### src/rtl/i2c_master_if.sv
// Command, byte-stream and open-drain pin bundle between the I2C master and its user.
// The master modport is the controller's view; slave is the user/bench view.
interface i2c_master_if;
  logic       START;
  logic [6:0] ADDR;
  logic       RW;
  logic [7:0] NBYTES;
  logic [7:0] IDATA;
  logic       IREQ;
  logic [7:0] ODATA;
  logic       DRDY;
  logic       BUSY;
  logic       NACK;
  logic       SCL_OE;
  logic       SDA_OE;
  logic       SDA_I;

  modport master (
    input  START, ADDR, RW, NBYTES, IDATA, SDA_I,
    output IREQ, ODATA, DRDY, BUSY, NACK, SCL_OE, SDA_OE
  );

  modport slave (
    output START, ADDR, RW, NBYTES, IDATA, SDA_I,
    input  IREQ, ODATA, DRDY, BUSY, NACK, SCL_OE, SDA_OE
  );
endinterface

### src/rtl/i2c_master.sv
// Bit-banged I2C master: one command runs START, address, NBYTES data bytes and STOP.
// Every bit is four QDIV-cycle quarters; SCL is held low in Q0-Q1 and released in Q2-Q3.
module i2c_master #(
  parameter int unsigned QDIV = 25
) (
  input  logic        CLK,
  input  logic        NRST,
  i2c_master_if.master bus
);

  typedef enum logic [3:0] {
    IDLE, STRT, ABIT, AACK, WBIT, WACK, RBIT, RACK, STOP
  } state_e;

  state_e      state_q, state_d;
  logic [15:0] qcnt_q, qcnt_d;
  logic [1:0]  qtr_q, qtr_d;
  logic [2:0]  bcnt_q, bcnt_d;
  logic [7:0]  shift_q, shift_d;
  logic [7:0]  cnt_q, cnt_d;
  logic [7:0]  odata_q, odata_d;
  logic        rw_q, rw_d;
  logic        samp_q, samp_d;
  logic        nack_q, nack_d;
  logic        drdy_q, drdy_d;

  logic tick, bit_end, first_w;

  assign tick    = (qcnt_q == 16'(QDIV - 1));
  assign bit_end = tick && (qtr_q == 2'd3);
  // First cycle of a write byte: IDATA is consumed and drives SDA directly until it lands in shift_q
  assign first_w = (state_q == WBIT) && (bcnt_q == 3'd0) && (qtr_q == 2'd0) && (qcnt_q == 16'd0);

  always_ff @(posedge CLK or negedge NRST) begin
    if (!NRST) begin
      state_q <= IDLE;
      qcnt_q  <= '0;
      qtr_q   <= '0;
      bcnt_q  <= '0;
      shift_q <= '0;
      cnt_q   <= '0;
      odata_q <= '0;
      rw_q    <= 1'b0;
      samp_q  <= 1'b1;
      nack_q  <= 1'b0;
      drdy_q  <= 1'b0;
    end else begin
      state_q <= state_d;
      qcnt_q  <= qcnt_d;
      qtr_q   <= qtr_d;
      bcnt_q  <= bcnt_d;
      shift_q <= shift_d;
      cnt_q   <= cnt_d;
      odata_q <= odata_d;
      rw_q    <= rw_d;
      samp_q  <= samp_d;
      nack_q  <= nack_d;
      drdy_q  <= drdy_d;
    end
  end

  always_comb begin
    state_d = state_q;
    qcnt_d  = qcnt_q;
    qtr_d   = qtr_q;
    bcnt_d  = bcnt_q;
    shift_d = shift_q;
    cnt_d   = cnt_q;
    odata_d = odata_q;
    rw_d    = rw_q;
    samp_d  = samp_q;
    nack_d  = nack_q;
    drdy_d  = 1'b0;

    if (state_q == IDLE) begin
      qcnt_d = '0;
      qtr_d  = '0;
      if (bus.START) begin
        state_d = STRT;
        shift_d = {bus.ADDR, bus.RW};
        rw_d    = bus.RW;
        cnt_d   = bus.NBYTES;
        nack_d  = 1'b0;
        bcnt_d  = '0;
      end
    end else begin
      qcnt_d = tick ? 16'd0 : qcnt_q + 16'd1;
      if (tick) qtr_d = qtr_q + 2'd1;
      if (first_w) shift_d = bus.IDATA;

      if (tick && qtr_q == 2'd2) begin
        samp_d = bus.SDA_I;
        if (state_q == RBIT) begin
          shift_d = {shift_q[6:0], bus.SDA_I};
          if (bcnt_q == 3'd7) begin
            odata_d = {shift_q[6:0], bus.SDA_I};
            drdy_d  = 1'b1;
          end
        end
      end

      if (bit_end) begin
        case (state_q)
          STRT: begin
            state_d = ABIT;
            bcnt_d  = '0;
          end
          ABIT, WBIT: begin
            shift_d = {shift_q[6:0], 1'b0};
            bcnt_d  = bcnt_q + 3'd1;
            if (bcnt_q == 3'd7) state_d = (state_q == ABIT) ? AACK : WACK;
          end
          AACK: begin
            if (samp_q) begin
              nack_d  = 1'b1;
              state_d = STOP;
            end else if (cnt_q == 8'd0) state_d = STOP;
            else state_d = rw_q ? RBIT : WBIT;
          end
          WACK: begin
            if (samp_q) begin
              nack_d  = 1'b1;
              state_d = STOP;
            end else begin
              cnt_d   = cnt_q - 8'd1;
              state_d = (cnt_q == 8'd1) ? STOP : WBIT;
            end
          end
          RBIT: begin
            bcnt_d = bcnt_q + 3'd1;
            if (bcnt_q == 3'd7) state_d = RACK;
          end
          RACK: begin
            cnt_d   = cnt_q - 8'd1;
            state_d = (cnt_q == 8'd1) ? STOP : RBIT;
          end
          STOP:    state_d = IDLE;
          default: state_d = IDLE;
        endcase
      end
    end
  end

  // Line drive decoded from registered state so reset releases both lines immediately
  always_comb begin
    bus.SCL_OE = 1'b0;
    bus.SDA_OE = 1'b0;
    case (state_q)
      STRT: bus.SDA_OE = qtr_q[1];
      ABIT: begin
        bus.SCL_OE = ~qtr_q[1];
        bus.SDA_OE = ~shift_q[7];
      end
      WBIT: begin
        bus.SCL_OE = ~qtr_q[1];
        bus.SDA_OE = first_w ? ~bus.IDATA[7] : ~shift_q[7];
      end
      AACK, WACK, RBIT: bus.SCL_OE = ~qtr_q[1];
      RACK: begin
        bus.SCL_OE = ~qtr_q[1];
        bus.SDA_OE = (cnt_q > 8'd1);
      end
      STOP: begin
        bus.SCL_OE = ~qtr_q[1];
        bus.SDA_OE = (qtr_q != 2'd3);
      end
      default: ;
    endcase
  end

  assign bus.IREQ  = first_w;
  assign bus.BUSY  = (state_q != IDLE);
  assign bus.NACK  = nack_q;
  assign bus.DRDY  = drdy_q;
  assign bus.ODATA = odata_q;

endmodule

### src/flat_wrapper.sv
// flat-port wrapper written by rule: the top's interface ports become plain ports
module i2c_master_flat 
#(
  parameter int unsigned QDIV = 25
)
  (CLK, NRST, bus_START, bus_ADDR, bus_RW, bus_NBYTES, bus_IDATA, bus_SDA_I, bus_IREQ, bus_ODATA, bus_DRDY, bus_BUSY, bus_NACK, bus_SCL_OE, bus_SDA_OE);
  i2c_master_if bus_i ();
  input  logic CLK;
  input  logic NRST;
  input wire logic [$bits(bus_i.START)-1:0] bus_START;
  input wire logic [$bits(bus_i.ADDR)-1:0] bus_ADDR;
  input wire logic [$bits(bus_i.RW)-1:0] bus_RW;
  input wire logic [$bits(bus_i.NBYTES)-1:0] bus_NBYTES;
  input wire logic [$bits(bus_i.IDATA)-1:0] bus_IDATA;
  input wire logic [$bits(bus_i.SDA_I)-1:0] bus_SDA_I;
  output wire logic [$bits(bus_i.IREQ)-1:0] bus_IREQ;
  output wire logic [$bits(bus_i.ODATA)-1:0] bus_ODATA;
  output wire logic [$bits(bus_i.DRDY)-1:0] bus_DRDY;
  output wire logic [$bits(bus_i.BUSY)-1:0] bus_BUSY;
  output wire logic [$bits(bus_i.NACK)-1:0] bus_NACK;
  output wire logic [$bits(bus_i.SCL_OE)-1:0] bus_SCL_OE;
  output wire logic [$bits(bus_i.SDA_OE)-1:0] bus_SDA_OE;
  assign bus_i.START = bus_START;
  assign bus_i.ADDR = bus_ADDR;
  assign bus_i.RW = bus_RW;
  assign bus_i.NBYTES = bus_NBYTES;
  assign bus_i.IDATA = bus_IDATA;
  assign bus_i.SDA_I = bus_SDA_I;
  assign bus_IREQ = bus_i.IREQ;
  assign bus_ODATA = bus_i.ODATA;
  assign bus_DRDY = bus_i.DRDY;
  assign bus_BUSY = bus_i.BUSY;
  assign bus_NACK = bus_i.NACK;
  assign bus_SCL_OE = bus_i.SCL_OE;
  assign bus_SDA_OE = bus_i.SDA_OE;
  i2c_master #(.QDIV(QDIV)) u_core (.CLK(CLK), .NRST(NRST), .bus(bus_i));
endmodule
### config.mk
export PLATFORM = sky130hd
export DESIGN_NAME = i2c_master_flat
export DESIGN_NICKNAME = d
export VERILOG_FILES = /design/src/rtl/i2c_master_if.sv /design/src/rtl/i2c_master.sv /design/src/flat_wrapper.sv
export SDC_FILE = /design/constraint.sdc
export NUM_CORES = 1
export LEC_CHECK = 0
export BUFFER_PORTS_ARGS = -buffer_cell sky130_fd_sc_hd__buf_2
export CAP_MARGIN = 20
export CORE_MARGIN = 2
export CORE_UTILIZATION = 58
export DETAILED_ROUTE_END_ITERATION = 16
export GPL_TIMING_DRIVEN = 1
export PLACE_DENSITY = 0.8
export SLEW_MARGIN = 20
export SYNTH_ARGS = -nofsm -noshare
export SYNTH_HDL_FRONTEND = slang
export SYNTH_SLANG_ARGS = --single-unit
### constraint.sdc
create_clock -name CLK -period 2.8 [get_ports CLK]
set_input_delay 0.7 -clock CLK [delete_from_list [all_inputs] [get_ports CLK]]
set_output_delay 0.7 -clock CLK [all_outputs]
set_load 0.1 [all_outputs]
==> results of run 1 <==
[registers in the layout, indices dropped and copies added, names as in the netlist]
register	flops
u_core.qcnt_q	16
u_core.qtr_q	2
u_core.bus.ODATA	8
u_core.bcnt_q	3
u_core.state_q	4
u_core.bus.DRDY	1
u_core.cnt_q	8
u_core.samp_q	1
u_core.bus.NACK	1
u_core.shift_q	8
u_core.rw_q	1
[power groups by stage]
stage / Clock (W) / Sequential (W) / Combinational [W]
6_report: 0.000435 / 0.000768 / 0.0000548
3_3_place_gp: 0 / 0.000783 / 0.0000554
5_1_grt: 0.000472 / 0.000768 / 0.0000613
4_1_cts: 0.000439 / 0.000768 / 0.0000564
2_1_floorplan: 0 / 0.000788 / 0.0000107
3_5_place_dp: 0 / 0.000783 / 0.0000564
[worst paths after layout]
kind | slack [ns] | endpoint | depth (start not counted) | from
max in group asynchronous | 1.68 | u_core.samp_q | 2 | NRST
setup reg to reg | 0.25 | u_core.bus.ODATA[3] | 10 | u_core.qcnt_q[1]
hold reg to reg | 0.51 | u_core.bus.ODATA[4] | 1 | u_core.bus.ODATA[4]
hold / removal | 0.42 | u_core.bcnt_q[1] | 1 | NRST
setup / recovery | -0.08 | bus_SDA_OE | 8 | u_core.qcnt_q[1]
min in group CLK | 0.51 | u_core.bus.ODATA[4] | 1 | u_core.bus.ODATA[4]
[worst max-delay path, stage by stage (launching register included)]
cell and delay, ns:
dfrtp_1 0.41, inv_2 0.07, ha_1 0.14, nor4b_4 0.22, nand4_1 0.27, nand4bb_1 0.31, nand2_1 0.11, a31o_4 0.17
buf_12 0.17
[final cells by class]
type | count | area, µm²
multi-input combinational | 251 | 1769
timing repair buffer | 63 | 400.4
clock inverter | 2 | 15.01
sequential | 53 | 1328
clock buffer | 6 | 72.57
tap | 72 | 90.09
inverter | 13 | 48.80
fill | 419 | 1682
[layer usage]
layer,part of all wire,global-route usage
met3,0.055,0.04253
met2,0.50,0.4276
met5,0,0
met1,0.43,0.3487
met4,0.014,0.06140
[placed cells by master, fill, tap and decap left out, types with 4 or more instances in the layout]
cell / instances
a31oi_1: 11
o21ai_0: 11
nor2_1: 29
ha_1: 10
buf_4: 22
o22ai_1: 6
dfrtp_1: 52
and3_1: 9
nand2b_1: 4
xor2_1: 7
inv_1: 11
nand2_1: 37
buf_2: 39
mux2_2: 11
xnor2_1: 8
nor3_1: 8
clkbuf_8: 5
mux2i_1: 19
o31ai_1: 7
nand3_1: 11
a21oi_1: 19
[cells by family (layout without fill, tap and decap cells)]
kind of cell             Yosys count  after routing  synth area share
AND/OR/NAND/NOR                  126            126            0.2116
buffers and inverters             31             84           0.05035
multiplexers                      30             30           0.09797
flip-flops                        53             53            0.4141
XOR/XNOR                          15             15           0.04098
AO/OA/AOI/OAI                     69             69            0.1421
adder cells (fa/ha/maj)           11             11           0.04293
[what timing repair did]
item,CTS,global route
buffers inserted,7,5
cloned,0,0
endpoints found under the hold margin,0,0
setup endpoints to repair,1,2
pin swaps,5,4
resized for setup,5,2
[metrics by stage]
stage | setup TNS [ns] | util
detailed placement | 0 | 0.6512
global placement | 0 | 0.6512
floorplan | -0.2950 | -
CTS | 0 | 0.6815
finish | -0.07561 | 0.6889
global route | -0.2003 | 0.6889
==> summary.txt, run 1 <==
STA
  • Max-slew headroom: 0.5486
  • Setup violations, final: 1
  • Final hold slack: approximately 0.42 ns
  • Final setup margin: -0.07561 ns
  • Fin. Hold Viols: 0
  • Worst slew pin tran: 0.6772 ns
  • Final worst-path cycle share: 1.027
  • Clock skew: between 0.01 and 0.015 ns
  • RSZ-0062 raised after global routing: yes
  • Fin crit period: roughly 2.9 ns
  • Final Max Tran Viols: 0
  • Top achievable clock speed: about 350 MHz

Clock tree
  • Number of CTS-inserted buffers: 5
  • CTS clk-pin slew, worst paths: approximately 0.09 ns
  • Clock root buffer: clkbuf_8
  • H-tree depth: 2
  • Hold_buf cts: 0
  • Skew-Pair Late Insertion Delay: 0.31 ns
  • Num Clock Sinks: 53
  • Clock Tree Buf Depth: 2
  • CTS tree: built

Synth
  • Synth async-reset ratio: 1.000
  • Synthesized area per cell: around 9.6 µm²
  • Number of synthesized flops with an enable pin: 0
  • Count leader, synth: dfrtp_1
  • Ys Warns: 0
  • Prevailing post-synth register cell: dfrtp_1
  • Seq/Total Area, Yosys: 0.4141
  • Biggest area consumer among synthesized cells: dfrtp_1
  • Synth Net Count: approximately 370
  • Mapped cell area: ~0.0032 mm²
  • Top post-synthesis cells by area: dfrtp_1 (41%), mux2i_1 (5.9%), nand2_1 (4.3%), ha_1 (4.3%), mux2_2 (3.9%)
  • Post-Synthesis Cells: 335
  • Synth cell count leaders: dfrtp_1 (52), nand2_1 (37), nor2_1 (30), a21oi_1 (19), mux2i_1 (19)
  • Unique masters post-synth: 55
  • #FFs+latches synth: 53
  • Top-area cell type share of the netlist area: 0.4059

Global routing
  • Antenna violations before repair: 0
  • First-pass GRT wire length: 12,480 µm
  • Vias in the first global route: between 2,000 and 3,000
  • Largest net degree at the start of global routing: 32
  • Gr ovfl total: 0
  • GRT Util Overall: 0.2552

Die
  • Core Area: 0.005405 mm²
  • Starting Density: 0.5931
  • Die extent in y: between 70 and 80 µm
  • Die Area: roughly 0.006 mm²
  • Die X: 78.34 µm
  • # IOs: between 40 and 50
  • Site Rows: 27

Cells and area
  • Ratio of cells with drive above 1 in the final layout: 0.2706
  • Post-Layout Inst Area: 0.003724 mm²
  • Fin cells: 460
  • Final net count: about 430
  • Antenna cells: 0
  • Area growth syn-to-layout: 16.16%

Place
  • Post-DP HPWL: about 5200 µm
  • Placed cell areas: 0.003520 mm²
  • Port Buf Inserts: 41
  • Inst Count DP: 440
  • Dpl ws: about 0.16 ns
  • Final GP Congestion: 0.9246

Worst setup path
  • Critical Path RT: ~2.1 ns
  • Worst EP arrival: about 2.2 ns
  • CP max FO: 3
  • Kind of critical path: register to output port
  • Setup crit start kind: register
  • Crit path capture type: output port

Status
  • Failing checks: setup timing
  • Outcome: complete, but fails checks

Routing
  • Post-Route WL: ~7500 µm
  • Antenna-violating nets left: 0
  • Vias: around 2,700
  • Drt wl/cell: 16.23 µm
  • Drt pass-1 iters: 5
  • DRC Markers: 0
  • Post-DR vias/cell: just under 6
  • DRC marker count from the first detailed-route iteration: roughly 200

Power
  • Reg power frac: 0.610
  • Leakage: around 1.8 nW
  • Clk pwr share: 0.346
  • PwrDens: between 300 and 400 mW/mm²
  • Internal power: 0.0009648 W
  • Switching Power: ~0.0003 W
  • Total power draw: between 0.001 and 0.0015 W
  • Gate power share: 0.044
  • Sw frac: 0.2331
  • Peak supply drop: about 0.25 mV

Worst hold path
  • Worst min path class: input pin to asynchronous set/reset pin

Flow run
  • Max Cap Viol: 0
(Power assumes the default switching activity.)
==> run 2, diff against run 1 <==
Settings changed: CORE_ASPECT_RATIO from default to 0.8, CTS_CLUSTER_DIAMETER from default to 50.
==> summary.txt, run 2 (synthesis gave the netlist of run 1 again) <==
Worst setup path
  • Worst EP arrival: 2.07 ns (-0.11 ns)
  • Crit path to: bus_SDA_OE
  • R2R Path End: u_core.cnt_q[1]
  • Critical Path RT: 2.10 ns (about the same)
  • Reg2reg path depth: 7 (-3)
  • R2R Setup Slk: 0.37 ns (+0.12 ns)
  • CP max FO: 2 (-1)
  • Setup crit start kind: register
  • Critical Path Source: u_core.bcnt_q[0]
  • FF-to-FF Start: u_core.state_q[2]
  • Kind of critical path: register to output port
  • Crit path capture type: output port

Cells and area
  • Finished Core Util: 0.6877 (-0.001158)
  • Antenna cells: 0 (unchanged)
  • Area growth syn-to-layout: 15.96%
  • Final net count: 417 (-2.1%)
  • Commonest cells after routing, fill and taps aside: dfrtp_1 (49), buf_2 (39), nand2_1 (36)
  • Largest Register: u_core.qcnt_q
  • Max reg flops: 16 (unchanged)
  • Commonest non-fill, non-tap cell in the layout: dfrtp_1
  • Ratio of cells with drive above 1 in the final layout: 0.2718 (+0.001149)

Place
  • Post-DP HPWL: 5186 µm (+0.53%)
  • Port Buf Inserts: 41 (unchanged)
  • Final GP Congestion: 0.8815 (-4.7%)

Die
  • # IOs: 42 (unchanged)
  • Die Area: 0.006141 mm² (about the same)
  • Die X: 87.12 µm (+11%)
  • Core Area: 0.005405 mm² (unchanged)
  • Site Rows: 24 (-11%)
  • Die extent in y: 70.50 µm (-10%)
  • Starting Density: 0.5931 (unchanged)

Power
  • Leakage: 1.789 nW (-0.34%)
  • Peak supply drop: 0.3271 mV (+30%)
  • PwrDens: 348.4 mW/mm² (+3.1%)

STA
  • Setup violations, final: 0 (-1)
  • Clock skew: 0.01481 ns (+0.003970 ns)
  • Final Max Tran Viols: 0 (unchanged)
  • Final worst-path cycle share: 0.9889 (-0.03807)
  • Max-slew headroom: 0.5524 (+0.003873)
  • Top achievable clock speed: 361.1 MHz (+3.9%)
  • RSZ-0062 raised after global routing: yes
  • Worst slew pin tran: 0.6713 ns (-0.005809 ns)
  • Fin. Hold Viols: 0 (unchanged)
  • Setup TNS: 0 ns (+0.07561 ns)
  • Final hold slack: 0.4868 ns (+0.06271 ns)
  • Fin crit period: 2.769 ns (-0.1066 ns)

Routing
  • DRC Markers: 0 (unchanged)
  • DRC marker count from the first detailed-route iteration: 305 (+56%)
  • Post-DR vias/cell: 6.097 (+3.0%)
  • Drt pass-1 iters: 5 (unchanged)
  • Post-Route WL: 7382 µm (-1.1%)
  • Vias: 2,707 (-0.59%)
  • Drt wl/cell: 16.63 µm (+2.4%)
  • Antenna-violating nets left: 0 (unchanged)

Clock tree
  • H-tree depth: 2 (unchanged)
  • Skew-Pair Late Insertion Delay: 0.32 ns (about the same)
  • CTS tree: built
  • Clock Tree Buf Depth: 2 (unchanged)
  • Num Clock Sinks: 53 (unchanged)
  • Clock root buffer: clkbuf_8
  • CTS clk-pin slew, worst paths: 0.11 ns (+0.02 ns)
  • Hold_buf cts: 0 (unchanged)
  • Number of CTS-inserted buffers: 5 (unchanged)

Worst hold path
  • Worst min path class: input pin to asynchronous set/reset pin

Flow run
  • Max Cap Viol: 0 (unchanged)

Global routing
  • Antenna violations before repair: 0 (unchanged)
  • First-pass GRT wire length: 12,320 µm (-1.3%)
  • GRT Util Overall: 0.2544 (-0.0007270)
  • Gr ovfl total: 0 (unchanged)
  • Largest net degree at the start of global routing: 54 (+69%)
  • Vias in the first global route: 2,569 (-0.73%)

Status
  • Outcome: finished, final reports clean
## run 2: worst min path at each step
| stage | startpoint | slack, ns | end | cells past startpoint |
|---|---|---|---|---|
| 3_5_place_dp | u_core.bus.ODATA[7] | 0.49 | u_core.bus.ODATA[7] | 1 |
| 6_report | NRST | 0.49 | u_core.bus.ODATA[6] | 2 |
| 2_1_floorplan | NRST | 0.40 | u_core.bcnt_q[0] | 0 |
| 5_1_grt | NRST | 0.54 | u_core.bus.ODATA[6] | 2 |
| 3_3_place_gp | u_core.qcnt_q[0] | 0.47 | u_core.qcnt_q[0] | 1 |
| 4_1_cts | u_core.bus.ODATA[7] | 0.51 | u_core.bus.ODATA[7] | 1 |
## run 2: layout make-up
cell class | instances | area (µm²)
tap | 65 | 81.33
fill | 409 | 1688
timing repair buffer | 54 | 332.8
sequential | 53 | 1331
multi-input combinational | 251 | 1824
inverter | 13 | 48.80
clock inverter | 2 | 16.27
clock buffer | 6 | 82.58
## run 2: repair_timing
action,CTS,global route
resized for setup,2,14
setup buffers,3,0
pin swaps,2,2
setup endpoints to repair,1,2
## run 2: where the power goes
part           switching (W)  leakage [nW]  internal [W]
Sequential        0.00000150         0.694      0.000767
Combinational      0.0000329          1.05     0.0000206
Clock               0.000269        0.0478      0.000204
## run 2: worst max-delay path, stage by stage, from the launching register on
cell and delay [ns]:
dfrtp_1 0.40, inv_1 0.12, ha_4 0.16, nor4bb_4 0.27, nand2_1 0.12, nor3_4 0.19
nand2_1 0.09, a31o_4 0.24, buf_12 0.16
## run 2: per-stage QoR
step	worst slack [ns]	power [W]	instances	area [µm²]
floorplan	-0.2950	0.0007989	335	3232
global placement	0.2451	0.0008373	433	3511
detailed placement	0.1742	0.0008375	433	3511
CTS	0.003671	0.001302	444	3645
global route	-0.06437	0.001338	444	3717
finish	0.03100	0.001295	444	3717
## run 2: layer usage
metal | share of wire | wire, µm | GRT usage | vias to the layer above
met5 | 0 | 0 | 0 | -
met2 | 0.44 | 3264 | 0.3554 | 125
met4 | 0.012 | 89 | 0.08718 | 0
li1 | - | - | - | 1284
met1 | 0.48 | 3525 | 0.3882 | 1287
met3 | 0.068 | 502 | 0.05792 | 11
